### config.mk
export PLATFORM = sky130hd
export DESIGN_NAME = if_fetch_unit
export DESIGN_NICKNAME = d
export VERILOG_FILES = /design/src/rtl/if_fetch_unit.sv
export SDC_FILE = /design/constraint.sdc
export NUM_CORES = 1
export LEC_CHECK = 0
export BUFFER_PORTS_ARGS = -buffer_cell sky130_fd_sc_hd__buf_2
export CAP_MARGIN = 20
export CORE_AREA = 2 2 107 119
export CTS_BUF_LIST = sky130_fd_sc_hd__clkbuf_4 sky130_fd_sc_hd__clkbuf_8
export CTS_CLUSTER_SIZE = 24
export DETAILED_ROUTE_END_ITERATION = 8
export DIE_AREA = 0 0 109 121
export PLACE_DENSITY = 0.83
export SYNTH_ARGS = -nofsm -noshare
export SYNTH_HDL_FRONTEND = slang
export SYNTH_SLANG_ARGS = --single-unit
### constraint.sdc
create_clock -name clk -period 3.3 [get_ports clk]
set_clock_uncertainty 0.2 [all_clocks]
set_input_delay 0.66 -clock clk [delete_from_list [all_inputs] [get_ports clk]]
set_output_delay 0.66 -clock clk [all_outputs]
set_load 0.005 [all_outputs]
### src/rtl/if_fetch_unit.sv
// -----------------------------------------------------------------------------
// if_fetch_unit
//
// Instruction-fetch stage. Owns the program counter, issues one instruction
// memory request at a time, holds the returned word until the IF-ID register
// captures it, applies branch/jump redirects and throws away memory responses
// that belong to a fetch made obsolete by a redirect. When no real instruction
// is held, it presents a bubble (NOP_INSTR, PC_4_out = 0, valid_out = 0).
//
// Ports:
//   clk            clock, all state changes on the rising edge
//   rst            synchronous active-high reset
//   stall_n        1 = IF-ID captures this cycle, 0 = IF-ID holds
//   redirect_in    branch/jump taken, load redirect_pc_in into the PC
//   redirect_pc_in redirect target address
//   imem_req_out   instruction memory request valid
//   imem_addr_out  request address, stable while imem_req_out is high
//   imem_ack_in    one-cycle response strobe from instruction memory
//   imem_rdata_in  response data, valid with imem_ack_in
//   PC_4_out       address of the held instruction + 4 (to IF-ID PC_4_in)
//   instr_out      held instruction (to IF-ID instr_in)
//   valid_out      PC_4_out / instr_out carry a real instruction
// -----------------------------------------------------------------------------
module if_fetch_unit #(
    parameter logic [31:0] RESET_PC  = 32'h0000_0000,
    parameter logic [31:0] NOP_INSTR = 32'h0000_0000
) (
    input  logic        clk,
    input  logic        rst,
    input  logic        stall_n,
    input  logic        redirect_in,
    input  logic [31:0] redirect_pc_in,
    output logic        imem_req_out,
    output logic [31:0] imem_addr_out,
    input  logic        imem_ack_in,
    input  logic [31:0] imem_rdata_in,
    output logic [31:0] PC_4_out,
    output logic [31:0] instr_out,
    output logic        valid_out
);

    // FETCH   : request outstanding for pc (pc == req_addr)
    // READY   : word held in ibuf, waiting for IF-ID to take it
    // DISCARD : request outstanding for an address made stale by a redirect
    typedef enum logic [1:0] {
        FETCH   = 2'd0,
        READY   = 2'd1,
        DISCARD = 2'd2
    } state_t;

    state_t      state;
    state_t      state_nxt;
    logic [31:0] pc;
    logic [31:0] pc_nxt;
    logic [31:0] req_addr;
    logic [31:0] req_addr_nxt;
    logic [31:0] ibuf;
    logic [31:0] ibuf_nxt;

    // State register. Reset wins over everything, so an in-flight request
    // is simply forgotten and fetching restarts from RESET_PC.
    always_ff @(posedge clk) begin
        if (rst) begin
            state    <= FETCH;
            pc       <= RESET_PC;
            req_addr <= RESET_PC;
            ibuf     <= NOP_INSTR;
        end else begin
            state    <= state_nxt;
            pc       <= pc_nxt;
            req_addr <= req_addr_nxt;
            ibuf     <= ibuf_nxt;
        end
    end

    // Next-state logic. Everything holds by default; each state only names
    // the registers it changes.
    always_comb begin
        state_nxt    = state;
        pc_nxt       = pc;
        req_addr_nxt = req_addr;
        ibuf_nxt     = ibuf;

        case (state)
            FETCH: begin
                if (redirect_in) begin
                    pc_nxt = redirect_pc_in;
                    if (imem_ack_in) begin
                        // The response just arrived, so the bus is free and
                        // the new target can be requested straight away.
                        req_addr_nxt = redirect_pc_in;
                    end else begin
                        // The old request is still in flight; keep its
                        // address on the bus until its ack is swallowed.
                        state_nxt = DISCARD;
                    end
                end else if (imem_ack_in) begin
                    ibuf_nxt  = imem_rdata_in;
                    state_nxt = READY;
                end
            end

            READY: begin
                if (redirect_in) begin
                    // The hazard unit flushes IF-ID this same cycle, so the
                    // held word is dropped rather than handed over.
                    pc_nxt       = redirect_pc_in;
                    req_addr_nxt = redirect_pc_in;
                    state_nxt    = FETCH;
                end else if (stall_n) begin
                    pc_nxt       = pc + 32'd4;
                    req_addr_nxt = pc + 32'd4;
                    state_nxt    = FETCH;
                end
            end

            DISCARD: begin
                if (redirect_in) begin
                    pc_nxt = redirect_pc_in;
                end
                if (imem_ack_in) begin
                    req_addr_nxt = redirect_in ? redirect_pc_in : pc;
                    state_nxt    = FETCH;
                end
            end

            default: begin
                state_nxt    = FETCH;
                pc_nxt       = RESET_PC;
                req_addr_nxt = RESET_PC;
                ibuf_nxt     = NOP_INSTR;
            end
        endcase
    end

    // Memory side: a request is pending whenever no word is being held.
    assign imem_req_out  = (state == FETCH) || (state == DISCARD);
    assign imem_addr_out = req_addr;

    // Pipeline side: real instruction only in READY, otherwise a bubble.
    assign valid_out = (state == READY);
    assign instr_out = (state == READY) ? ibuf : NOP_INSTR;
    assign PC_4_out  = (state == READY) ? (req_addr + 32'd4) : 32'h0000_0000;

endmodule

==> metrics.cfg, run 1 <==
[outcome]
status = completed

[cells_and_area]
fin_util_pct = 64.8
n_fill_cell = 1078
drive_gt1_share_pct = 23.9
nNetsFinal = 1072
diodes = 0
area_growth_syn_to_layout_pct = 16.9

[place]
pre_cts_slack_ns = 0.432
dp_hpwl_um = 14800
io_buffers = 166
place_congestion = 0.949

[worst_setup_path]
worstSetupStartpointType = register
startpoint = imem_addr_out[5]
critPathBufInv = 1
critical_path_class = register to primary output
rrSetupSlack_ns = 0.49
reg2reg_from = state[0]
path_delay_family = simple AND/OR/NAND/NOR gates
end_kind = primary output
arrival_ns = 2.31
crit_required_ns = 2.44
cp_slowest_cell = dfxtp_1
path_cells = and4_1 > and3_2 > nand4_1 > or3_1 > a21boi_0 > buf_2
critical-path-max-stage-delay_ns = 0.45
crit_path_max_fanout = 8

[global_route]
gr-total-overflow = 0
antenna_found_initial = 0
grt_usage_pct = 31.0
grt_pass1_vias = 6215
grt_pass1_wl_um = 32300
grt_max_degree = 97

[sta]
setup_viol = 0
clock.fmax_ghz = 0.316
setup_ws_ns = 0.133
finalHoldViolCount = 0
tightest_slew_ns = 1.04
fin_tns_setup_ns = 0
period_share_pct = 96.0
min_period_ns = 3.17
hold_ws_ns = 0.291
report.final.slew_viol_count = 0
slew_headroom_pct = 30.4

[floorplan]
start_util_pct = 55.4
fp-row-count = 42
fp.dieArea_um2 = 13200
die_y_um = 121
coreArea_um2 = 11900
die_w_um = 109
io_pins = 167

[synth]
syn-num-nets = 947
synthAdderAreaFrac_pct = 1.32
synth_compound_area_share_pct = 26.8
synth_cell_types = 70
syn_area_um2 = 6610
synth_top_family_by_area = compound AO/OA/AOI/OAI gates
synthSimpleGateAreaFrac_pct = 26.5
avgSynthCellArea_um2 = 7.59
ys_warn_count = 0
ys_async_sr_fraction_pct = 0
ys_ff_latch = 98
synth_xor_area_share_pct = 6.09
syn_inst = 871
synth_ff_type = dfxtp_1
synth-edff-count = 0
muxShareOfSynthArea_pct = 3.99
yosysSeqAreaShare_pct = 29.7

[routing]
via_count = 7156
via_per_inst = 6.20
wl_per_cell_um = 17.9
postRouteAntennaNets = 0
dr.pass1.iters = 6
drtIter0Drc = 894
drcViolationCount = 0
wirelength_um = 20600

[power_and_ir_drop]
internal_power_uw = 1910
swShare_pct = 35.3
power_switching_uw = 1040
finalPower_uw = 2960
vdd_ir_drop_max_mv = 0.224
p_leak_uw = 0.00325
power_density_nw_per_um2 = 383
pwr-share-comb_pct = 27.0
seqPwrFrac_pct = 47.7
clkPwrFrac_pct = 25.3

[clocking]
clockRootBuffer = clkbuf_8
cts_tree = built
cts.sink_count = 98
cts_buffers = 9
clkLatencyLatePin_ns = 0.38
ctsHoldBuffers = 0
htree_levels = 3
clkTransAtPathRegs_ns = 0.09
cts_buffer_depth = 2

[job]
maxCapViolCount = 0

[hold_path]
hp-class = register to register
hp-start = imem_addr_out[31]

area by class of cell:
cell class                      count  area [um^2]  area share (%)
Inverter                           15         56.3           0.729
Tap cell                          154          193            2.49
Multi-Input combinational cell    681         4300            55.6
Clock inverter                      5         37.5           0.486
Clock buffer                       11          145            1.88
Timing Repair Buffer              191         1030            13.3
Sequential cell                    98         1970            25.5
metal layers:
metal	up-vias	share of wire (%)	GRT usage, %
met5	-	0	0
met4	0	2.8	11.1
met3	46	11	7.04
met2	395	45	47.6
met1	3292	41	42.5
li1	3423	-	-
registers in the layout, indices dropped and copies added (netlist names):
signal / count
ibuf: 32
imem_addr_out: 32
pc: 32
state: 2
cell families after synthesis:
logic type | Yosys count
AND/OR/NAND/NOR | 338
adder cells (fa/ha/maj) | 7
buffers and inverters | 92
AO/OA/AOI/OAI | 265
flip-flops | 98
multiplexers | 25
XOR/XNOR | 46
path summary, 6_finish.rpt:
path / cells past startpoint / endpoint
max reg2reg: 7 / imem_addr_out[30]
max: 6 / PC_4_out[16]
min: 2 / imem_addr_out[31]
min reg2reg: 2 / imem_addr_out[31]
worst reg2reg max path, cell delays in order, from the launching register on:
cell and delay, ns:
dfxtp_1 0.45, ha_2 0.44, a21oi_1 0.13, o22ai_2 0.36, buf_4 0.26, nor2b_1 0.61
a22oi_1 0.19, o31ai_1 0.09
cell usage after synthesis (12+ instances only):
library cell	n	share of area, %
o21ai_1	13	0.98
nor3_1	25	1.9
nand3_1	28	2.1
nand4_1	17	1.6
xor2_1	12	1.6
o21ai_0	50	3.8
a22oi_1	42	4.8
buf_2	16	1.2
nor2_1	69	3.9
dfxtp_1	98	30
nand2_1	75	4.3
mux2i_1	14	2.1
a21oi_1	59	4.5
clkbuf_1	55	3.1
xnor2_1	34	4.5
and2_1	60	5.7
inv_1	15	0.85
cells in the final DEF (no fill, tap or decap), types with 4 or more instances in the layout:
cell type | Yosys | layout
mux2i_1 | 14 | 14
a211oi_1 | 5 | 5
a21oi_1 | 59 | 59
dfxtp_1 | 98 | 92
or4_1 | 4 | 4
and4_1 | 6 | 6
or3_1 | 9 | 9
ha_1 | 7 | 6
nand4_1 | 17 | 17
and3_1 | 10 | 9
a221oi_1 | 9 | 9
xor2_1 | 12 | 12
and2_1 | 60 | 60
o31ai_1 | 5 | 5
dfxtp_2 | 0 | 6
a31oi_1 | 7 | 7
nor2_1 | 69 | 69
o21ai_1 | 13 | 13
clkbuf_8 | 0 | 10
buf_2 | 16 | 166
a21boi_0 | 5 | 5
a221o_1 | 5 | 5
buf_4 | 0 | 24
nor4_1 | 6 | 5
a21o_1 | 4 | 4
inv_1 | 15 | 15
o21ai_0 | 50 | 50
o211ai_1 | 9 | 9
a22oi_1 | 42 | 42
nor2b_1 | 7 | 7
a222oi_1 | 10 | 10
nand2b_1 | 11 | 11
a311oi_1 | 4 | 4
mux2_2 | 11 | 11
nand3_1 | 28 | 28
nand2_1 | 75 | 75
nor3_1 | 25 | 25
xnor2_1 | 34 | 34
a22o_1 | 7 | 7
per-stage QoR:
stage	std cells	instance area [um^2]
final	1155	7730
after global routing	1155	7730
after CTS	1153	7700
after detailed placement	1137	7520
after global placement	1137	7520
after floorplan	871	6610
power by group through the flow:
stage,Sequential [uW],Clock [uW],Combinational [uW]
2_1_floorplan,1390,0,532
3_3_place_gp,1420,0,772
3_5_place_dp,1430,0,779
4_1_cts,1400,753,783
5_1_grt,1430,804,879
6_report,1410,748,800
repair_timing:
item | in CTS | in global routing
resized for setup | 0 | 8
setup buffers | 0 | 2
setup endpoints to repair | 0 | 8
(Power assumes the default switching activity.)
==> inputs of run 2 (changes only) <==
- ABC_AREA: default -> 1
- CORE_AREA: 2 2 107 119 -> 2 2 109 122
- DIE_AREA: 0 0 109 121 -> 0 0 111 124
- MAX_ROUTING_LAYER: default -> met4
- PLACE_DENSITY: 0.83 -> 0.82
==> run 2 against run 1 <==
Effect of this change: core utilization grew 0.20 points; worst hold slack lost 0.017 ns; global-route usage fell by 0.19 points; first-iteration DRC count is 15% lower; count of clock-buffer cells in the layout is 2 lower; sequential share of layout area shrank 1.2 points; wire length rose by 3.8%; design area rose by 4.5%.
==> metrics.cfg, run 2 <==
[synth]
syn_area_um2 = 6920  ; was 6610 um^2
synth_ff_type = dfxtp_1  ; unchanged
synth.largest_area_cell = dfxtp_1  ; unchanged
synth_common_cells = 371 x nand2_1, 125 x nor2_1, 115 x inv_1, 98 x dfxtp_1, 97 x a21oi_1  ; was 98 x dfxtp_1, 75 x nand2_1, 69 x nor2_1, 60 x and2_1, 59 x a21oi_1
syn_inst = 1161  ; was 871
synth_area_leaders = dfxtp_1 28%, nand2_1 20%, a21oi_1 7.0%, nor2_1 6.8%, nand3_1 6.7%  ; was dfxtp_1 30%, and2_1 5.7%, a22oi_1 4.8%, xnor2_1 4.5%, a21oi_1 4.5%
synth_cell_types = 39  ; was 70
avgSynthCellArea_um2 = 5.96  ; was 7.59 um^2
synth-edff-count = 0  ; unchanged
yosys.area.top_type_share_pct = 28.4  ; was 29.7%
ys_async_sr_fraction_pct = 0  ; unchanged
synth.most_common_cell = nand2_1  ; was dfxtp_1
ys_warn_count = 0  ; unchanged
yosysSeqAreaShare_pct = 28.4  ; was 29.7%
ys_ff_latch = 98  ; unchanged
syn-num-nets = 1237  ; was 947

[place]
io_buffers = 166  ; unchanged
place_congestion = 0.931  ; was 0.949
dp_hpwl_um = 15400  ; was 14800 um
placed_area_um2 = 7860  ; was 7520 um^2
dp.cells = 1442  ; was 1137

[global_route]
grt_max_degree = 45  ; was 97
grt_pass1_wl_um = 33600  ; was 32300 um
grt_pass1_vias = 7139  ; was 6215
antenna_found_initial = 0  ; unchanged
gr-total-overflow = 0  ; unchanged
grt_usage_pct = 30.8  ; was 31.0%

[worst_setup_path]
arrival_ns = 2.19  ; was 2.31 ns
crit_required_ns = 2.44  ; about the same
rrSetupSlack_ns = 0.70  ; was 0.49 ns
ff2ff_path_depth = 10  ; was 7
crit_path_end = PC_4_out[24]  ; was PC_4_out[16]
crit_path_max_fanout = 6  ; was 8
reg2reg_from = state[1]  ; was state[0]
startpoint = imem_addr_out[2]  ; was imem_addr_out[5]
r2r-end = pc[0]  ; was imem_addr_out[30]
critical_path_class = register to primary output  ; unchanged
worstSetupStartpointType = register  ; unchanged
end_kind = primary output  ; unchanged

[floorplan]
start_util_pct = 55.7  ; was 55.4%
fp-row-count = 43  ; was 42
coreArea_um2 = 12400  ; was 11900 um^2
fp.dieArea_um2 = 13800  ; was 13200 um^2
die_y_um = 124  ; was 121 um
die_w_um = 111  ; was 109 um
io_pins = 167  ; unchanged

[cells_and_area]
fin_area_um2 = 8080  ; was 7730 um^2
diodes = 0  ; unchanged
area_growth_syn_to_layout_pct = 16.7  ; was 16.9%
nNetsFinal = 1372  ; was 1072
layout.cells.most_common = nand2_1  ; was buf_2
drive_gt1_share_pct = 19.9  ; was 23.9%
final_cell_mix = 371 x nand2_1, 166 x buf_2, 125 x nor2_1, 115 x inv_1, 98 x dfxtp_1  ; was 166 x buf_2, 92 x dfxtp_1, 75 x nand2_1, 69 x nor2_1, 60 x and2_1
multi_input_area_um2 = 4250  ; was 4300 um^2
n_fill_cell = 1159  ; was 1078
seqCellArea_um2 = 1960  ; was 1970 um^2
fin_cells = 1458  ; was 1155

[power_and_ir_drop]
p_leak_uw = 0.00389  ; was 0.00325 uW
finalPower_uw = 4430  ; was 2960 uW
vdd_ir_drop_max_mv = 0.369  ; was 0.224 mV
power_density_nw_per_um2 = 549  ; was 383 nW/um^2

[clocking]
clkLatencyLatePin_ns = 0.39  ; was 0.38 ns
cts.sink_count = 98  ; unchanged
htree_levels = 3  ; unchanged
clkTransAtPathRegs_ns = 0.11  ; was 0.09 ns
ctsHoldBuffers = 0  ; unchanged
post-cts-setup-buffers = 0  ; unchanged
cts_buffer_depth = 2  ; unchanged
cts_tree = built  ; unchanged
cts_resized = 0  ; unchanged
cts_buffers = 9  ; unchanged
clockRootBuffer = clkbuf_8  ; unchanged

[routing]
drcViolationCount = 0  ; unchanged
wirelength_um = 21400  ; was 20600 um
via_per_inst = 5.56  ; was 6.20
drtIter0Drc = 762  ; was 894
wl_per_cell_um = 14.7  ; was 17.9 um
via_count = 8111  ; was 7156
dr.pass1.iters = 5  ; was 6
postRouteAntennaNets = 0  ; unchanged

[outcome]
status = completed  ; unchanged

[sta]
fin_tns_setup_ns = 0  ; unchanged
setup_viol = 0  ; unchanged
finalHoldViolCount = 0  ; unchanged
slew_headroom_pct = 65.2  ; was 30.4%
clock.fmax_ghz = 0.327  ; was 0.316 GHz
report.final.slew_viol_count = 0  ; unchanged
rsz0062_at_grt = no
min_period_ns = 3.05  ; was 3.17 ns
tightest_slew_ns = 0.521  ; was 1.04 ns
period_share_pct = 92.6  ; was 96.0%

[job]
maxCapViolCount = 0  ; unchanged

[hold_path]
hp-class = register to register  ; unchanged

## run 2: changes by cell type after synthesis, sizes merged, moves of 39 or more
cell   change
a21oi     +39
inv      +107
and2      -57
nand2    +302
nand3     +69
nor2      +74
## run 2: worst min-delay path by stage
stage / startpoint / endpoint / slack, ns / depth (start not counted)
2_1_floorplan: pc[0] / pc[0] / 0.24 / 2
3_5_place_dp: pc[1] / pc[1] / 0.26 / 2
6_report: pc[0] / pc[0] / 0.27 / 2
4_1_cts: pc[1] / pc[1] / 0.28 / 2
3_3_place_gp: pc[1] / pc[1] / 0.25 / 2
5_1_grt: pc[0] / pc[0] / 0.31 / 2
## run 2: area by class of cell
cell class	instances	share of cell area [%]
Sequential cell	98	24.3
Clock inverter	7	1.10
Inverter	123	5.72
Clock buffer	9	1.53
Multi-Input combinational cell	879	52.6
Timing Repair Buffer	185	12.4
Tap cell	157	2.43
## run 2: worst max-delay path, stage by stage, from the launching register on
cell	delay (ns)
dfxtp_1	0.42
ha_1	0.18
nand2_1	0.06
inv_2	0.07
nand2_2	0.09
nor2_4	0.11
nand2_2	0.09
nor3_4	0.23
nand3_2	0.14
nor2_2	0.11
nand2_1	0.06
nand2_1	0.06
nor2_1	0.04
buf_2	0.12
## run 2: logic make-up after synthesis
group / Yosys count / synth area share (%)
buffers and inverters: 184 / 10.4
xor gates and xnor gates: 11 / 1.39
adders and majority gates: 7 / 1.27
and+or+nand+nor: 666 / 42.1
AOI/OAI and AO/OA: 195 / 16.4
DFF: 98 / 28.4
## run 2: per-layer routing
layer  vias up  share of wire (%)  global-route usage, %
met5         -                  0                      -
met4         0                4.6                   17.8
met3        60                7.3                   3.89
met2       352                 47                   49.6
met1      3677                 41                   37.8
li1       4022                  -                      -
## run 2: through the flow
| step | setup slack (ns) | util [%] | hold slack [ns] |
|---|---|---|---|
| after floorplan | 0.918 | - | 0.243 |
| after global placement | 0.679 | 63.3 | 0.254 |
| after detailed placement | 0.643 | 63.3 | 0.262 |
| after CTS | 0.249 | 65.0 | 0.278 |
| after global routing | 0.0717 | 65.0 | 0.306 |
| final | 0.245 | 65.0 | 0.274 |
## run 2: where the power goes
group | switching [uW] | internal (uW) | total, uW
registers | 283 | 1400 | 1690
logic | 1220 | 655 | 1880
clock network | 495 | 372 | 867
